===== src/rtl/lock_pkg.sv =====
// Shared definitions for the six-digit lock datapath.
// Contents:
//   lock_state_t        supervisor state encoding (3 is illegal)
//   *_DEF localparams   default supervisor parameters
//   FAIL_W              width of the consecutive-failure counter
package lock_pkg;

    typedef enum logic [1:0] {
        ST_IDLE     = 2'd0,
        ST_UNLOCKED = 2'd1,
        ST_LOCKOUT  = 2'd2
    } lock_state_t;

    localparam int unsigned MAX_FAIL_DEF       = 3;
    localparam int unsigned UNLOCK_CYCLES_DEF  = 8;
    localparam int unsigned LOCKOUT_CYCLES_DEF = 16;
    localparam int unsigned TW_DEF             = 8;
    localparam int unsigned FAIL_W             = 4;

endpackage


===== src/rtl/edge_detect_rise.sv =====
// Single-bit rising-edge detector.
// Ports:
//   clk     system clock, rising edge
//   clr     asynchronous active-high reset
//   sig     level input (button or strobe)
//   rise_c  combinational one-cycle pulse on a 0->1 transition of sig
// The delayed copy resets to 0, so a sig already high at reset release
// produces a pulse in the first cycle.
module edge_detect_rise (
    input  logic clk,
    input  logic clr,
    input  logic sig,
    output logic rise_c
);

    logic sig_d;

    // Previous-cycle copy of the input
    always_ff @(posedge clk or posedge clr) begin
        if (clr) begin
            sig_d <= 1'b0;
        end else begin
            sig_d <= sig;
        end
    end

    assign rise_c = sig & ~sig_d;

endmodule


===== src/rtl/lock_attempt_supervisor.sv =====
// Attempt supervisor for the six-digit lock: turns judge/match into a timed
// unlock pulse, counts consecutive failures and enforces a timed lockout.
// Ports:
//   clk      system clock, rising edge
//   clr      asynchronous active-high reset
//   judge    attempt request level; an attempt is its rising edge
//   match    compare result, sampled in the attempt cycle
//   relock   force early relock while unlocked
//   unlock   bolt open
//   lockout  attempts blocked
//   alarm    alarm buzzer, same as lockout
//   fail_cnt consecutive failures so far
//   timer    remaining cycles in UNLOCKED/LOCKOUT, 0 in IDLE
//   state    IDLE=0, UNLOCKED=1, LOCKOUT=2
module lock_attempt_supervisor
    import lock_pkg::*;
#(
    parameter int unsigned MAX_FAIL       = MAX_FAIL_DEF,
    parameter int unsigned UNLOCK_CYCLES  = UNLOCK_CYCLES_DEF,
    parameter int unsigned LOCKOUT_CYCLES = LOCKOUT_CYCLES_DEF,
    parameter int unsigned TW             = TW_DEF
) (
    input  logic              clk,
    input  logic              clr,
    input  logic              judge,
    input  logic              match,
    input  logic              relock,
    output logic              unlock,
    output logic              lockout,
    output logic              alarm,
    output logic [FAIL_W-1:0] fail_cnt,
    output logic [TW-1:0]     timer,
    output logic [1:0]        state
);

    localparam logic [TW-1:0]     UNLOCK_LOAD  = TW'(UNLOCK_CYCLES - 1);
    localparam logic [TW-1:0]     LOCKOUT_LOAD = TW'(LOCKOUT_CYCLES - 1);
    localparam logic [FAIL_W-1:0] FAIL_LIMIT   = FAIL_W'(MAX_FAIL);

    logic attempt;

    edge_detect_rise u_judge_edge (
        .clk    (clk),
        .clr    (clr),
        .sig    (judge),
        .rise_c (attempt)
    );

    // Supervisor FSM; status outputs are loaded alongside the state so they
    // are true flops that follow the state register exactly.
    always_ff @(posedge clk or posedge clr) begin
        if (clr) begin
            state    <= ST_IDLE;
            timer    <= '0;
            fail_cnt <= '0;
            unlock   <= 1'b0;
            lockout  <= 1'b0;
            alarm    <= 1'b0;
        end else begin
            case (state)
                ST_IDLE: begin
                    if (attempt && match) begin
                        state    <= ST_UNLOCKED;
                        timer    <= UNLOCK_LOAD;
                        fail_cnt <= '0;
                        unlock   <= 1'b1;
                    end else if (attempt && (fail_cnt + FAIL_W'(1) == FAIL_LIMIT)) begin
                        state    <= ST_LOCKOUT;
                        timer    <= LOCKOUT_LOAD;
                        fail_cnt <= FAIL_LIMIT;
                        lockout  <= 1'b1;
                        alarm    <= 1'b1;
                    end else if (attempt) begin
                        fail_cnt <= fail_cnt + FAIL_W'(1);
                    end
                end

                ST_UNLOCKED: begin
                    // Early relock wins over natural expiry; both end in IDLE.
                    if (relock || (timer == '0)) begin
                        state  <= ST_IDLE;
                        timer  <= '0;
                        unlock <= 1'b0;
                    end else begin
                        timer <= timer - TW'(1);
                    end
                end

                ST_LOCKOUT: begin
                    // Attempts and relock have no effect until the timer runs out.
                    if (timer == '0) begin
                        state    <= ST_IDLE;
                        fail_cnt <= '0;
                        lockout  <= 1'b0;
                        alarm    <= 1'b0;
                    end else begin
                        timer <= timer - TW'(1);
                    end
                end

                default: begin
                    // Illegal encoding: recover to reset values.
                    state    <= ST_IDLE;
                    timer    <= '0;
                    fail_cnt <= '0;
                    unlock   <= 1'b0;
                    lockout  <= 1'b0;
                    alarm    <= 1'b0;
                end
            endcase
        end
    end

endmodule


===== config.mk =====
export PLATFORM = sky130hd
export DESIGN_NAME = lock_attempt_supervisor
export DESIGN_NICKNAME = d
export VERILOG_FILES = /design/src/rtl/lock_pkg.sv /design/src/rtl/edge_detect_rise.sv /design/src/rtl/lock_attempt_supervisor.sv
export SDC_FILE = /design/constraint.sdc
export NUM_CORES = 1
export LEC_CHECK = 0
export ABC_AREA = 1
export CORE_ASPECT_RATIO = 1.2
export CORE_UTILIZATION = 55
export CTS_CLUSTER_SIZE = 20
export DETAILED_ROUTE_END_ITERATION = 8
export PLACE_DENSITY = 0.94
export SLEW_MARGIN = 15
export SYNTH_ARGS = -nofsm -noshare
export SYNTH_HDL_FRONTEND = slang
export SYNTH_SLANG_ARGS = --single-unit
export TNS_END_PERCENT = 10

===== constraint.sdc =====
create_clock -name clk -period 3.02 [get_ports clk]
set_input_delay 0.453 -clock clk [delete_from_list [all_inputs] [get_ports clk]]
set_output_delay 0.453 -clock clk [all_outputs]
set_load 0.005 [all_outputs]

==> impl_metrics.csv <==
group,metric,value,unit
floorplanning,die_x,44.5,um
sta,drv_slew,0,
power_and_ir_drop,ir_worst_vdd,0.725,mV
job,cap_violations,0,
clock_network,clkTransAtPathRegs,100,ps
logic_synthesis,ys_seq_area_share,35.8,%
route,wl_per_cell,11.7,um
power_and_ir_drop,power.share.sequential,27.7,%
critical_path,crit_chain,"clkdlybuf4s50_1",
floorplanning,die-area,2350,um^2
critical_path,slowest_delay,550,ps
power_and_ir_drop,pwr-share-clk,8.3,%
sta,worst_pin_slew,652,ps
critical_path,cp_max_fo,6,
power_and_ir_drop,p_leak,0.721,nW
logic_synthesis,yosysUniqueCellTypes,25,
status,status,"complete, no violations",
critical_path,crit_path_end,"state[1]",
critical_path,r2r_slack,1330,ps
floorplanning,coreArea,2050,um^2
min_path,hold_path.class,"in -> async",
layout,syn_to_final_growth,20.7,%
clock_network,cts.htree.levels,1,
route,via_per_inst,4.99,
global_routing,grt.total_usage,23.9,%
critical_path,path_class,"reg -> out",
critical_path,cp.depth,1,
place,dp_hpwl,1.95,mm
critical_path,worst_setup_path_start_kind,"register",
sta,setup_viol,0,
critical_path,reg2reg_to,"unlock",
floorplanning,dieHeight,53.0,um
logic_synthesis,ys_seq_elements,17,
clock_network,cts-buffers-inserted,3,
clock_network,cts_sinks,17,
sta,relSlewSlack,56.5,%
power_and_ir_drop,switching_power,744,uW
logic_synthesis,synth_nets,164,
critical_path,r2r-start,"timer[0]",
critical_path,critPathTopFamily,"buffers and inverters",
global_routing,grt_pass1_vias,994,
logic_synthesis,netlist_instances,155,
critical_path,reg2reg_depth,7,
place,gp_congestion,0.893,
clock_network,cts.repair.resized,0,
critical_path,cp_num_buf_inv,1,
sta,hold_ws,523,ps
clock_network,hold_buffers,0,
critical_path,endpoint_kind,"primary output",
critical_path,required,2570,ps
route,vias,1037,
clock_network,clockRootBuffer,"clkbuf_4",
logic_synthesis,synth_area,1190,um^2
global_routing,grt_max_degree,18,
power_and_ir_drop,pwr-share-comb,64.0,%
clock_network,cts_buffer_depth,2,
critical_path,critical-path-slowest-cell,"clkdlybuf4s50_1",
clock_network,post_cts_buffers,0,
sta,fin_worst_skew,10.2,ps
floorplanning,rows,18,
sta,rsz0062_at_grt,"no",
clock_network,clk_latency,310,ps
sta,setup_tns,0,ps
route,wl,2.43,mm
route,drc,0,
sta,fmax,555,MHz
layout,nets,188,
power_and_ir_drop,switching_share,49.0,%
place,numPlacedInstances,204,
sta,min_period_over_period,59.6,%
power_and_ir_drop,p_per_area,1060,nW/um^2
critical_path,crit_arrival,1350,ps
critical_path,startpoint,"state[1]",
global_routing,overflow,0,
route,drtPass1Iterations,4,
floorplanning,ios,22,
clock_network,cts_tree,"done",
logic_synthesis,yosys_warnings,0,
layout,diodes,0,
power_and_ir_drop,intPower,774,uW
sta,setup_slack,1220,ps
layout,drive_above_1_share,20.8,%
route,drtAntennaViolNets,0,
sta,fin_crit,1800,ps
layout,stdcell_count,208,
route,drtIter0Drc,9,
floorplanning,initial_core_util,58.1,%
place,post-place-ws,1150,ps
logic_synthesis,avgSynthCellArea,7.68,um^2
global_routing,grt_pass1_wl,4.06,mm
global_routing,antenna_found_initial,0,
place,io_buffers,21,
sta,hold_viol_final,0,
==> cells in the final DEF, fill, tap and decap left out, types with 5 or more instances in the layout <==
master            n
o21ai_2           5
nand2_2          12
nand3_1          11
nand2_1          38
inv_1            19
clkdlybuf4s50_1  21
o21ai_0           5
nor2_1           11
dfrtp_1          17
==> synth_stat cells <==
master    count  share of area, %
buf_4         1              0.63
o21ai_0       5               2.1
nor2_2        3               1.6
o22ai_1       2               1.1
a21oi_1       3               1.3
xor2_1        1              0.74
dfrtp_1      17                36
ha_1          4               4.2
inv_4         1              0.53
nand3_2       1              0.84
nand4_1       4               2.1
nand2_2      12               6.3
nand2_1      38                12
nor2_8        1               1.7
inv_1        19               6.0
o21ai_2       5               3.7
nor2_1       11               3.5
nand3_1      11               4.6
nand2_4       4               3.8
o21bai_1      1              0.63
inv_2         4               1.3
o21ai_1       2              0.84
nor2_4        3               2.8
buf_12        1               1.7
nor3_1        1              0.42
==> registers in the layout (all words and copies together), names as in the netlist <==
| signal | count |
|---|---|
| fail_cnt | 4 |
| alarm | 1 |
| timer | 8 |
| u_judge_edge.sig_d | 1 |
| state | 2 |
| unlock | 1 |
==> layer usage <==
| layer | GRT usage [%] | share of wire (%) | vias to the layer above |
|---|---|---|---|
| met5 | 0 | 0 | - |
| met4 | 10.6 | 1.6 | 0 |
| met3 | 4.10 | 2.6 | 3 |
| met2 | 46.1 | 53 | 25 |
| met1 | 24.5 | 43 | 469 |
| li1 | - | - | 540 |
==> power groups by stage <==
stage / logic [mW] / clock network [mW] / registers [mW]
global route: 1.08 / 0.135 / 0.430
finish: 0.972 / 0.127 / 0.420
floorplan: 0.700 / 0 / 0.417
detailed placement: 0.966 / 0 / 0.424
global placement: 0.936 / 0 / 0.416
CTS: 0.972 / 0.130 / 0.418
==> worst min-delay path by stage <==
stage               end  cells past startpoint  startpoint  slack [ps]
2_1_floorplan     alarm                      1         clr         380
3_3_place_gp      alarm                      2       alarm         500
3_5_place_dp      alarm                      2       alarm         500
4_1_cts           alarm                      2       alarm         530
5_1_grt           alarm                      2       alarm         560
6_report       state[1]                      2         clr         520
==> stage by stage <==
step	util (%)	power, mW	area, um^2
2_1_floorplan	-	1.12	1190
3_3_place_gp	68.8	1.35	1410
3_5_place_dp	68.8	1.39	1410
4_1_cts	70.1	1.52	1440
5_1_grt	70.1	1.64	1440
6_report	70.1	1.52	1440
==> logic make-up after synthesis <==
group	after synthesis	share of synthesized area, %
AO/OA/AOI/OAI	18	9.57
XOR/XNOR	1	0.736
adder cells (fa/ha/maj)	4	4.21
buffers and inverters	26	10.1
flip-flops	17	35.8
AND/OR/NAND/NOR	89	39.6
==> final cells by class <==
class | instances | area (um^2)
Sequential cell | 17 | 425
Timing Repair Buffer | 21 | 210
Inverter | 24 | 92.6
Fill cell | 162 | 613
Clock buffer | 4 | 26.3
Multi-Input combinational cell | 112 | 644
Tap cell | 30 | 37.5
Power figures use the tool's default switching activity.
